## src/rtl/core_sequencer.sv

```systemverilog
// core_sequencer: multi-cycle fetch/decode/execute control unit with PC, IR and retire counter.
module core_sequencer #(
   parameter int              PC_W     = 16,
   parameter logic [PC_W-1:0] RESET_PC = '0,
   parameter int              CNT_W    = 16,
   parameter logic [3:0]      OP_LDR   = 4'hA,
   parameter logic [3:0]      OP_STR   = 4'hB,
   parameter logic [3:0]      OP_BR    = 4'hC,
   parameter logic [3:0]      OP_HALT  = 4'hF
) (
   input  logic             clk,
   input  logic             rst,
   input  logic             run,
   input  logic [31:0]      instr_rdata,
   input  logic             mem_ready,
   input  logic [3:0]       flags_in,
   output logic [PC_W-1:0]  pc,
   output logic [31:0]      ir,
   output logic             fetch_req,
   output logic             mem_req,
   output logic             mem_we,
   output logic             sel_add_bus,
   output logic             sel_ldr_bus,
   output logic             reg_we,
   output logic             flags_we,
   output logic             cond_pass,
   output logic             halted,
   output logic [CNT_W-1:0] instr_count
);
   typedef enum logic [2:0] {IDLE, FETCH, DECODE, EXEC, MEM, WB, HALT} state_t;
   state_t state, state_nx;
   logic [3:0] op;
   logic n, z, c, v, retire, count_en;
   logic [15:0] cond_tbl;
   logic [PC_W-1:0] imm_ext;
   assign op = ir[27:24];
   assign {n, z, c, v} = flags_in;
   // bit k holds the outcome of condition code k
   assign cond_tbl = {1'b0, 1'b1, z | (n ^ v), !z & !(n ^ v), n ^ v, !(n ^ v), !c | z, c & !z,
                      !v, v, !n, n, !c, c, !z, z};
   assign cond_pass = cond_tbl[ir[31:28]];
   assign imm_ext = PC_W'({{16{ir[18]}}, ir[18:3]});
   always_comb begin
      state_nx = state;
      fetch_req = 1'b0;
      mem_req = 1'b0;
      mem_we = 1'b0;
      sel_add_bus = 1'b0;
      sel_ldr_bus = 1'b0;
      reg_we = 1'b0;
      flags_we = 1'b0;
      halted = 1'b0;
      retire = 1'b0;
      case (state)
         IDLE: state_nx = run ? FETCH : IDLE;
         FETCH: begin
            fetch_req = 1'b1;
            if (mem_ready) state_nx = DECODE;
         end
         DECODE:
            if (!cond_pass || op == OP_BR) retire = 1'b1;
            else if (op == OP_HALT) state_nx = HALT;
            else if (op == OP_LDR || op == OP_STR) state_nx = MEM;
            else state_nx = EXEC;
         EXEC: begin
            reg_we = 1'b1;
            flags_we = ir[23];
            retire = 1'b1;
         end
         MEM: begin
            mem_req = 1'b1;
            sel_add_bus = 1'b1;
            mem_we = op == OP_STR;
            if (mem_ready) begin
               if (op == OP_STR) retire = 1'b1;
               else state_nx = WB;
            end
         end
         WB: begin
            reg_we = 1'b1;
            sel_ldr_bus = 1'b1;
            retire = 1'b1;
         end
         HALT: halted = 1'b1;
         default: state_nx = IDLE;
      endcase
      if (retire) state_nx = run ? FETCH : IDLE;
      count_en = retire || (state == DECODE && state_nx == HALT);
   end
   always_ff @(posedge clk or posedge rst)
      if (rst) begin
         state <= IDLE;
         pc <= RESET_PC;
         ir <= '0;
         instr_count <= '0;
      end else begin
         state <= state_nx;
         if (state == FETCH && mem_ready) begin
            ir <= instr_rdata;
            pc <= pc + PC_W'(1);
         end
         if (state == DECODE && cond_pass && op == OP_BR) pc <= pc + imm_ext;
         if (count_en && instr_count != '1) instr_count <= instr_count + CNT_W'(1);
      end
endmodule
```

## config.mk

```make
export PLATFORM = sky130hd
export DESIGN_NAME = core_sequencer
export DESIGN_NICKNAME = d
export VERILOG_FILES = /design/src/rtl/core_sequencer.sv
export SDC_FILE = /design/constraint.sdc
export NUM_CORES = 1
export LEC_CHECK = 0
export CORE_MARGIN = 2
export CORE_UTILIZATION = 50
export CTS_BUF_LIST = sky130_fd_sc_hd__clkbuf_8 sky130_fd_sc_hd__clkbuf_16
export DETAILED_ROUTE_END_ITERATION = 16
export PLACE_DENSITY_LB_ADDON = 0.2
export SETUP_SLACK_MARGIN = 0.5
export SLEW_MARGIN = 5
export SYNTH_ARGS = -nofsm -noshare
export SYNTH_HDL_FRONTEND = slang
export SYNTH_SLANG_ARGS = --single-unit
```

## constraint.sdc

```tcl
create_clock -name clk -period 9.5 [get_ports clk]
set_input_delay 2.85 -clock clk [delete_from_list [all_inputs] [get_ports clk]]
set_output_delay 2.85 -clock clk [all_outputs]
set_load 0.01 [all_outputs]
```

After elaboration in Yosys (flattened, before gate mapping) --
Index checks and enable logic that the tools add are counted.
Storage, ports and cells: register bits after elaboration 67, input port bits 40, output and inout bits 73
Cells by class: $add $sub $neg 3, $lt $le $gt $ge 1, equality and inequality tests 12, muxes and demuxes 24, bitwise logic cells 5, reduce and logical (&&, ||, !) cells 18
Operators with widths (number):
- adder 16 x 1 -> 16 bit (second input constant) | 2
- two-way mux 16 bit | 2
- two-way mux 3 bit | 7
- adder 16 bit | 1
- equality test 4 bit (second input constant) | 4
- != test 16 bit (second input constant) | 1
- case mux 3 bit (5 select lines) | 1
- equality test 3 bit (second input constant) | 4
- two-way mux 1 bit | 12
- equality test 3 x 2 -> 1 bit (second input constant) | 2
- zero test 1 bit | 6
- logical AND 1 bit | 5
- less-than comparator 4 x 5 -> 1 bit (second input constant) | 1
- binary-select mux 1 bit (select 4 bit) | 1
- equality test 3 x 1 -> 1 bit (second input constant) | 1
- zero test 3 bit | 1
- logical OR 1 bit | 3
- case mux 1 bit (3 select lines) | 1
- OR reduction 3 bit | 1
- bitwise AND 1 bit | 2
- OR 1 bit | 2
- nonzero test 2 bit | 1
- OR reduction 2 bit | 1
- XOR 1 bit | 1

Logic depth before layout (Yosys ltp) --
Gate-level depths: netlist (run 1).
word-level depth 14, gate-level depth with buffers 15

Worst setup path after synthesis (run 1) --
OpenSTA, ideal clock, no wires.
path type input to output, from input flags_in[0], to output cond_pass, arrival 3.772 ns, data required time 6.650 ns, path slack 2.878 ns, stages 4, buffers on the path 0, cells stage by stage mux4_2 > nor2_2 > a31oi_4 > xor2_1
On the way: cells in the longest elaborated chain, start to end 5
RTL lines:
- start: declaration | RTL line 16 | input logic [3:0] flags_in,
- XOR 1 bit | RTL line 39 | assign cond_tbl = {1'b0, 1'b1, z | (n ^ v), !z & !(n ^ v), n ^ v, !(n ^ v), !c | z, c & !z,
- zero test 1 bit | RTL line 39
- bitwise AND 1 bit | RTL line 39
- binary-select mux 1 bit (select 4 bit) (*) | RTL line 41 | assign cond_pass = cond_tbl[ir[31:28]];
- two-way mux 1 bit (implied by the code) (*) | RTL line 41
- end: declaration | RTL line 26 | output logic cond_pass,
Every way passes the cells marked *; elsewhere a longest branch is shown, timed or not. The select of a mux whose other input is x is not followed.

Final worst setup path (run 1) --
from input flags_in[2], to output cond_pass
On the way: cells in the longest elaborated chain, start to end 4
RTL lines (RTL line):
- zero test 1 bit | 39, 40
- bitwise AND 1 bit | 39
- binary-select mux 1 bit (select 4 bit) (*) | 41
- two-way mux 1 bit (implied by the code) (*) | 41
Marks and branches as above.

==> flow_metrics.py, run 1 <==
metrics = {
    "outcome": {
        "status": "completed",
    },
    "worst_setup_path": {
        "rr_startpoint": "ir[29]$_DFFE_PP0P_",
        "crit_path_start_kind": "primary input",
        "ff2ff_setup_slack_ps": 5510,
        "required_ps": 6650,
        "path_max_fanout": 3,
        "setup.worst_path.start": "flags_in[2]",
        "worstPathArrival_ps": 4780,
        "rr_worst_depth": 15,
        "crit_type": "in -> out",
        "cp-endpoint": "cond_pass",
        "end_kind": "output pin",
        "timing.rr.end": "pc[14]$_DFFE_PP0P_",
    },
    "placement": {
        "port_buffers": 112,
        "gp_congestion": 0.800,
        "hpwl_mm": 6.16,
    },
    "route": {
        "vias": 3025,
        "firstDrtPassIters": 4,
        "wire_per_inst_um": 14.9,
        "drtAntennaViolNets": 0,
        "vias_per_cell": 5.34,
        "drc": 0,
        "wirelength_mm": 8.46,
        "initialDrtViolationCount": 96,
    },
    "clocking": {
        "cts_hold_buf": 0,
        "root_buffer": "clkbuf_8",
        "clk_path_buf_depth": 2,
        "clk_latency_ps": 360,
        "ctsHtreeMaxLevel": 3,
        "clock-sinks": 67,
        "cts_tree": "built",
        "cts_setup_buffers": 0,
        "cts_buffers": 9,
        "cts_resized": 0,
        "clk_pin_slew_worst_paths_ps": 90,
    },
    "die": {
        "die_area_um2": 8170,
        "start_util_pct": 51.5,
        "row_count": 31,
        "core-area_um2": 7250,
        "design.portCount": 113,
        "die_h_um": 90.4,
        "die_x_um": 90.4,
    },
    "yosys": {
        "dominantRegCellSynth": "dfrtp_1",
        "async_reset_ff_share_pct": 100,
        "ys_seq_area_share_pct": 44.9,
        "avgSynthCellArea_um2": 10.7,
        "ys_seq_elements": 67,
        "synth_area_leaders": "dfrtp_1 (45%), mux2_2 (9.1%), ha_1 (5.4%), xor2_1 (4.9%), a21oi_1 (3.6%)",
        "syn-cell-area_um2": 3730,
        "synth_commonest_cells": "dfrtp_1 (67), mux2_2 (30), nor2_1 (28)",
        "synth_nets": 406,
        "synth_edf_count": 0,
        "syn_inst": 349,
        "yosysTopAreaCell": "dfrtp_1",
        "yosysMostFrequentCell": "dfrtp_1",
        "yosysWarnings": 0,
        "ys_types": 56,
        "synthDominantCellAreaShare_pct": 44.9,
    },
    "sta": {
        "worst_pin_slew_ps": 885,
        "hold_violations": 0,
        "setup_viol": 0,
        "max_freq_mhz": 131,
        "tns_ps": 0,
        "relSlewSlack_pct": 41.0,
        "period_minus_slack_ps": 7630,
        "finClkSkew_ps": 15.4,
        "period_share_pct": 80.3,
        "report.final.slew_viol_count": 0,
        "rsz0062_at_grt": "false",
    },
    "final_layout": {
        "synthToLayoutAreaGrowth_pct": 37.0,
        "fillCellCount": 578,
        "seqCellArea_um2": 1680,
        "multi_input_area_um2": 1960,
        "fin_nets": 520,
        "antenna_cells": 0,
        "drive_gt1_share_pct": 12.8,
    },
    "grt": {
        "grt_max_degree": 68,
        "grtUsageMet3_pct": 5.01,
        "grt_use_met2_pct": 36.0,
        "top_usage_layer": "met2",
        "grt_util_met1_pct": 26.8,
        "grt_pass1_vias": 3030,
        "grt_pass1_wl_mm": 14.2,
        "grt_antenna_before_repair": 0,
        "grt_use_total_pct": 21.4,
        "grt_overflow": 0,
    },
    "power_and_ir_drop": {
        "p_leak_nw": 2.22,
        "powerDensity_nw_per_um2": 315,
        "total_power_mw": 1.61,
        "ir_drop_mv": 0.188,
    },
    "min_path": {
        "min_path_type": "reg -> reg",
    },
    "flow_run": {
        "max_cap_violations": 0,
    },
}
report_power, final:
group,switching [mW],internal (mW),leakage [nW]
Clock,0.116,0.0935,0.0864
Sequential,0.143,0.419,0.766
Combinational,0.361,0.477,1.37
layer usage:
metal  share of wire, %  vias up
met2                 50       82
met5                  0        -
met4                2.0        0
met3                5.0       13
li1                   -     1479
met1                 43     1451
metrics by stage:
step	worst slack, ps	instance area, µm²	hold WS [ps]	utilization, %	std cells
2_1_floorplan	2880	3730	504	-	349
3_3_place_gp	1910	4940	464	68.1	551
3_5_place_dp	1880	4940	477	68.1	551
4_1_cts	1860	5110	495	70.5	567
5_1_grt	1780	5110	515	70.5	567
6_report	1870	5110	485	70.5	567
how the worst min path moves through the flow:
| stage | from | to | cells after the start |
|---|---|---|---|
| after detailed placement | instr_count[8]$_DFFE_PP0P_ | instr_count[8]$_DFFE_PP0P_ | 1 |
| final | instr_count[8]$_DFFE_PP0P_ | instr_count[8]$_DFFE_PP0P_ | 1 |
| after global placement | pc[15]$_DFFE_PP0P_ | pc[15]$_DFFE_PP0P_ | 1 |
| after global routing | pc[15]$_DFFE_PP0P_ | pc[15]$_DFFE_PP0P_ | 1 |
| after CTS | instr_count[8]$_DFFE_PP0P_ | instr_count[8]$_DFFE_PP0P_ | 1 |
| after floorplan | pc[15]$_DFFE_PP0P_ | pc[15]$_DFFE_PP0P_ | 1 |
cells in the final DEF, fill, tap and decap left out, types with 3 or more instances in the layout:
| cell | netlist | routed |
|---|---|---|
| mux2i_1 | 3 | 3 |
| mux2_2 | 30 | 30 |
| o21ai_0 | 7 | 7 |
| nor2b_1 | 3 | 3 |
| nor2_1 | 28 | 28 |
| clkbuf_8 | 0 | 9 |
| nand4_1 | 4 | 4 |
| a21oi_1 | 27 | 27 |
| xnor2_1 | 8 | 8 |
| and3_1 | 7 | 7 |
| ha_1 | 16 | 16 |
| and2_1 | 14 | 14 |
| nand3_1 | 10 | 10 |
| xor2_1 | 21 | 21 |
| nand2_1 | 15 | 15 |
| inv_1 | 10 | 10 |
| nand2b_1 | 6 | 6 |
| mux2_1 | 5 | 5 |
| clkdlybuf4s50_1 | 0 | 112 |
| buf_4 | 2 | 3 |
| dfrtp_1 | 67 | 67 |
| nor3_1 | 9 | 8 |
| a21o_1 | 8 | 8 |
worst max-delay path: stages:
cell,delay (ps)
clkdlybuf4s50_1,440
mux4_2,480
nor2_2,150
a31oi_4,60
xor2_1,200
clkdlybuf4s50_1,600
flip-flops by register name (all words and copies together), names as in the netlist:
register / count
instr_count: 16
state: 3
pc: 16
ir: 32
layout make-up:
type                    count  area share, %
multi-input cells         260           38.4
repair buffers            115           22.4
inverters                  10          0.734
clock inverters             7          0.906
clock buffers               9           2.42
flip-flops and latches     67           32.8
well taps                  99           2.42
logic make-up after synthesis:
family          synth area share, %
compound gates                 11.4
simple gates                   15.2
buf+inv                        2.68
xor+xnor                       6.81
fa+ha+maj                      5.90
flops                          44.9
mux                            13.1
No activity file was read; power rests on OpenSTA's default activity.
==> inputs of run 2 (changes only) <==
--- a/config.mk
+++ b/config.mk
@@ -6,7 +6,7 @@
 export NUM_CORES = 1
 export LEC_CHECK = 0
 export CORE_MARGIN = 2
-export CORE_UTILIZATION = 50
+export CORE_UTILIZATION = 43
 export CTS_BUF_LIST = sky130_fd_sc_hd__clkbuf_8 sky130_fd_sc_hd__clkbuf_16
 export DETAILED_ROUTE_END_ITERATION = 16
 export PLACE_DENSITY_LB_ADDON = 0.2
==> constraint.sdc (replaced) <==
create_clock -name clk -period 6.11 [get_ports clk]
set_input_delay 1.833 -clock clk [delete_from_list [all_inputs] [get_ports clk]]
set_output_delay 1.833 -clock clk [all_outputs]
set_load 0.01 [all_outputs]
==> flow_metrics.py, run 2 (synthesis gave the netlist of run 1 again) <==
metrics = {
    "final_layout": {
        "largest_reg_flops": 32,
        "layout_common_cells": "clkdlybuf4s50_1 (111), dfrtp_1 (67), mux2_2 (30)",
        "instances_no_fill": 573,
        "synthToLayoutAreaGrowth_pct": 38.9,
        "reg_top3": "ir x32, instr_count x16, pc x16",
        "fillCellCount": 682,
        "drive_gt1_share_pct": 13.0,
        "fin_nets": 520,
        "regMostFlops": "ir",
        "fin_area_um2": 5180,
        "antenna_cells": 0,
        "final_common_cell": "clkdlybuf4s50_1",
    },
    "placement": {
        "gp_congestion": 0.817,
        "placed_cell_area_um2": 4950,
        "placed_cells": 557,
        "place_ws_ps": 190,
        "hpwl_mm": 6.36,
        "port_buffers": 112,
    },
    "grt": {
        "grt_antenna_before_repair": 0,
        "grt_use_total_pct": 18.6,
        "grt_overflow": 0,
        "grt_max_degree": 41,
        "grt_pass1_wl_mm": 14.4,
        "grt_pass1_vias": 3054,
    },
    "worst_setup_path": {
        "path_max_fanout": 9,
        "critPathBufInv": 1,
        "required_ps": 6370,
        "worstPathArrival_ps": 5700,
        "end_kind": "flip-flop",
        "crit_type": "in -> reg",
        "slowest_delay_ps": 450,
        "ff2ff_setup_slack_ps": 2110,
        "critPathSlowestCell": "clkdlybuf4s50_1",
        "crit_path_start_kind": "primary input",
        "path_cells": "clkdlybuf4s50_1 > nor4b_1 > a21oi_1 > a31oi_4 > mux2i_4 > nand2b_1 > ha_1 > fa_1 > a21o_1 > a21oi_1 > nand2b_1 > a211oi_1 > a31o_2 > or4_1 > a41oi_1",
        "cp_top_family": "compound AO/OA/AOI/OAI gates",
    },
    "clocking": {
        "cts_tree": "built",
        "clock-sinks": 67,
        "cts_buffers": 9,
        "root_buffer": "clkbuf_8",
        "cts_setup_buffers": 0,
        "clk_latency_ps": 340,
        "clk_pin_slew_worst_paths_ps": 70,
        "ctsHtreeMaxLevel": 3,
        "cts_hold_buf": 0,
        "clk_path_buf_depth": 2,
    },
    "outcome": {
        "status": "completed",
    },
    "sta": {
        "setup_viol": 0,
        "hold_violations": 0,
        "finClkSkew_ps": 9.53,
        "tns_ps": 0,
        "relSlewSlack_pct": 40.9,
        "period_minus_slack_ps": 5450,
        "period_share_pct": 89.1,
        "setup_slack_ps": 664,
        "report.final.slew_viol_count": 0,
        "max_freq_mhz": 184,
        "rsz0062_at_grt": "true",
        "worst_pin_slew_ps": 887,
    },
    "die": {
        "die_x_um": 97.2,
        "core-area_um2": 8300,
        "design.portCount": 113,
        "die_h_um": 97.2,
        "row_count": 33,
        "start_util_pct": 45.0,
        "die_area_um2": 9440,
    },
    "power_and_ir_drop": {
        "powerDensity_nw_per_um2": 500,
        "ir_drop_mv": 0.293,
        "p_leak_nw": 2.26,
    },
    "route": {
        "wirelength_mm": 8.68,
        "drtAntennaViolNets": 0,
        "vias": 3047,
        "initialDrtViolationCount": 82,
        "vias_per_cell": 5.32,
        "wire_per_inst_um": 15.2,
        "firstDrtPassIters": 4,
        "drc": 0,
    },
    "min_path": {
        "min_path_type": "reg -> reg",
    },
    "flow_run": {
        "max_cap_violations": 0,
    },
}
## run 2: worst reg2reg max path, delay by kind of cell (launching register included)
family / cells / cell delay, ps
AOI/OAI and AO/OA: 7 / 1410
muxes: 1 / 430
DFF: 1 / 440
and+or+nand+nor: 4 / 1010
adders and majority gates: 2 / 630
## run 2: final cells by class
class | instances | area [µm²] | area share, %
multi-input combinational | 260 | 1980 | 38.3
tap | 105 | 131 | 2.53
clock inverter | 7 | 85.1 | 1.64
timing repair buffer | 115 | 1150 | 22.1
clock buffer | 9 | 124 | 2.39
sequential | 67 | 1680 | 32.3
inverter | 10 | 37.5 | 0.724
## run 2: path summary, 6_finish.rpt
kind,start,endpoint,cells after the start
worst max-delay path,flags_in[2],pc[14]$_DFFE_PP0P_,15
worst min-delay path,pc[15]$_DFFE_PP0P_,pc[15]$_DFFE_PP0P_,1
worst max register to register,ir[29]$_DFFE_PP0P_,pc[14]$_DFFE_PP0P_,14
worst min register to register,pc[15]$_DFFE_PP0P_,pc[15]$_DFFE_PP0P_,1
max in group asynchronous,rst,instr_count[12]$_DFFE_PP0P_,3
min in group asynchronous,rst,ir[1]$_DFFE_PP0P_,2
## run 2: stage by stage
stage	utilization, %	total power, mW	hold slack, ps
2_1_floorplan	-	1.58	504
3_3_place_gp	59.6	2.17	459
3_5_place_dp	59.6	2.19	459
4_1_cts	62.2	2.61	476
5_1_grt	62.5	2.77	507
6_report	62.5	2.59	473
## run 2: what timing repair did
action                     CTS  global route
resized for setup            1             3
pin swaps                    0             2
setup endpoints to repair    1             3
## run 2: layer usage
metal | vias up | part of all wire, % | GRT usage (%)
li1 | 1477 | - | -
met1 | 1486 | 45 | 23.8
met2 | 75 | 48 | 30.3
met3 | 9 | 5.6 | 5.32
met4 | 0 | 1.2 | 6.28
met5 | - | 0 | 0
## run 2: power by group
| part | total (mW) | leakage, nW | internal (mW) | switching [mW] |
|---|---|---|---|---|
| Sequential | 0.877 | 0.766 | 0.651 | 0.225 |
| Combinational | 1.32 | 1.38 | 0.746 | 0.569 |
| Clock | 0.400 | 0.112 | 0.226 | 0.174 |
==> inputs of run 3 (changes only) <==
--- a/config.mk
+++ b/config.mk
@@ -5,10 +5,12 @@
 export SDC_FILE = /design/constraint.sdc
 export NUM_CORES = 1
 export LEC_CHECK = 0
+export CORE_ASPECT_RATIO = 1.25
 export CORE_MARGIN = 2
-export CORE_UTILIZATION = 43
+export CORE_UTILIZATION = 50
 export CTS_BUF_LIST = sky130_fd_sc_hd__clkbuf_8 sky130_fd_sc_hd__clkbuf_16
 export DETAILED_ROUTE_END_ITERATION = 16
+export DONT_BUFFER_PORTS = 1
 export PLACE_DENSITY_LB_ADDON = 0.2
 export SETUP_SLACK_MARGIN = 0.5
 export SLEW_MARGIN = 5
==> flow_metrics.py, run 3 (synthesis gave the netlist of run 1 again) <==
metrics = {
    "outcome": {
        "status": "completed",
    },
    "sta": {
        "rsz0062_at_grt": "false",
        "hold_violations": 0,
        "max_freq_mhz": 203,
        "finClkSkew_ps": 11.6,
        "setup_viol": 0,
        "period_share_pct": 80.5,
        "worst_pin_slew_ps": 906,
        "relSlewSlack_pct": 39.6,
        "report.final.slew_viol_count": 0,
        "period_minus_slack_ps": 4920,
        "tns_ps": 0,
    },
    "die": {
        "die_h_um": 101,
        "start_util_pct": 51.0,
        "die_x_um": 81.3,
        "design.portCount": 113,
        "core-area_um2": 7310,
        "die_area_um2": 8180,
        "row_count": 35,
    },
    "worst_setup_path": {
        "critPathSlowestCell": "mux4_2",
        "crit_path_start_kind": "primary input",
        "worstPathArrival_ps": 5170,
        "end_kind": "flip-flop",
        "slowest_delay_ps": 450,
        "critPathBufInv": 1,
        "crit_type": "in -> reg",
        "ff2ff_setup_slack_ps": 2110,
        "crit_top_cell": "nand2b_1",
        "path_max_fanout": 18,
        "cp_top_family": "compound AO/OA/AOI/OAI gates",
        "required_ps": 6360,
        "path_cells": "mux4_2 > nor2_2 > a31oi_4 > mux2i_2 > buf_4 > nand2b_1 > ha_1 > fa_1 > a21o_1 > a21oi_1 > nand2b_1 > a211oi_1 > a31o_2 > or4_1 > a41oi_1",
    },
    "route": {
        "wirelength_mm": 7.75,
        "vias_per_cell": 5.93,
        "drtAntennaViolNets": 0,
        "wire_per_inst_um": 17.3,
        "initialDrtViolationCount": 126,
        "drc": 0,
        "vias": 2658,
        "firstDrtPassIters": 4,
    },
    "final_layout": {
        "instances_no_fill": 448,
        "fillCellCount": 625,
        "fin_nets": 408,
        "synthToLayoutAreaGrowth_pct": 8.58,
        "reg_top3": "ir x32, instr_count x16, pc x16",
        "largest_reg_flops": 32,
        "final_common_cell": "dfrtp_1",
        "post-route-util_pct": 55.4,
        "drive_gt1_share_pct": 17.1,
        "regMostFlops": "ir",
        "fin_area_um2": 4050,
        "antenna_cells": 0,
        "layout_common_cells": "dfrtp_1 (67), mux2_2 (30), nor2_1 (28)",
    },
    "placement": {
        "gp_congestion": 0.840,
        "placed_cells": 432,
        "hpwl_mm": 5.63,
        "placed_cell_area_um2": 3810,
        "port_buffers": 0,
    },
    "grt": {
        "grt_overflow": 0,
        "grt_pass1_wl_mm": 13.1,
        "grt_pass1_vias": 2688,
        "grt_max_degree": 68,
        "grt_antenna_before_repair": 0,
        "grt_use_total_pct": 20.6,
    },
    "clocking": {
        "clk_latency_ps": 340,
        "ctsHtreeMaxLevel": 3,
        "clock-sinks": 67,
        "cts_hold_buf": 0,
        "cts_setup_buffers": 0,
        "root_buffer": "clkbuf_8",
        "cts_tree": "built",
        "cts_resized": 0,
        "cts_buffers": 9,
        "clk_path_buf_depth": 2,
        "clk_pin_slew_worst_paths_ps": 80,
    },
    "flow_run": {
        "max_cap_violations": 0,
    },
    "min_path": {
        "min_path_type": "reg -> reg",
    },
    "power_and_ir_drop": {
        "ir_drop_mv": 0.273,
        "p_leak_nw": 1.82,
        "total_power_mw": 2.18,
        "powerDensity_nw_per_um2": 539,
    },
}
run 3: changes by cell type in the layout (fill, tap and decap cells not counted), sizes merged:
cell and delta:
clkdlybuf4s50 -111, inv -2, bufinv +1, clkinv +1
dlymetal6s2s -1
run 3: final timing paths:
path | from | end | depth (start not counted)
worst max register to register | ir[29]$_DFFE_PP0P_ | pc[14]$_DFFE_PP0P_ | 15
min in group asynchronous | rst | ir[1]$_DFFE_PP0P_ | 2
worst min register to register | instr_count[8]$_DFFE_PP0P_ | instr_count[8]$_DFFE_PP0P_ | 1
worst max-delay path | flags_in[0] | pc[14]$_DFFE_PP0P_ | 15
max in group asynchronous | rst | ir[23]$_DFFE_PP0P_ | 2
worst min-delay path | instr_count[8]$_DFFE_PP0P_ | instr_count[8]$_DFFE_PP0P_ | 1
run 3: worst reg2reg max path, stage by stage (launching register included):
cell	delay (ps)
dfrtp_1	490
mux4_2	540
nor2_2	140
a31oi_4	60
mux2i_2	180
buf_4	230
nand2b_1	90
ha_1	210
fa_1	400
a21o_1	190
a21oi_1	200
nand2b_1	180
a211oi_1	120
a31o_2	300
or4_1	390
a41oi_1	190
run 3: metal layers:
metal / up-vias / wire length, µm / global-route usage, %
met5: - / 0 / 0
met2: 88 / 4100 / 34.6
met3: 13 / 494 / 6.72
met1: 1311 / 3040 / 24.9
met4: 0 / 121 / 6.65
li1: 1246 / - / -
run 3: report_power, final:
group | leakage (nW) | switching [mW] | internal [mW]
clock network | 0.119 | 0.175 | 0.270
registers | 0.766 | 0.345 | 0.650
logic | 0.930 | 0.374 | 0.368
total | 1.82 | 0.895 | 1.29
run 3: metrics by stage:
| step | setup slack (ps) | hold WS [ps] |
|---|---|---|
| 2_1_floorplan | 1090 | 504 |
| 3_3_place_gp | 917 | 538 |
| 3_5_place_dp | 808 | 539 |
| 4_1_cts | 1170 | 553 |
| 5_1_grt | 1020 | 575 |
| 6_report | 1190 | 549 |
run 3: area by class of cell:
| type | count | area, µm² | area share, % |
|---|---|---|---|
| Clock buffer | 9 | 124 | 3.06 |
| Inverter | 10 | 37.5 | 0.926 |
| Multi-Input combinational cell | 260 | 1960 | 48.4 |
| Sequential cell | 67 | 1680 | 41.4 |
| Tap cell | 92 | 115 | 2.84 |
| Timing Repair Buffer | 3 | 22.5 | 0.556 |
| Clock inverter | 7 | 116 | 2.87 |
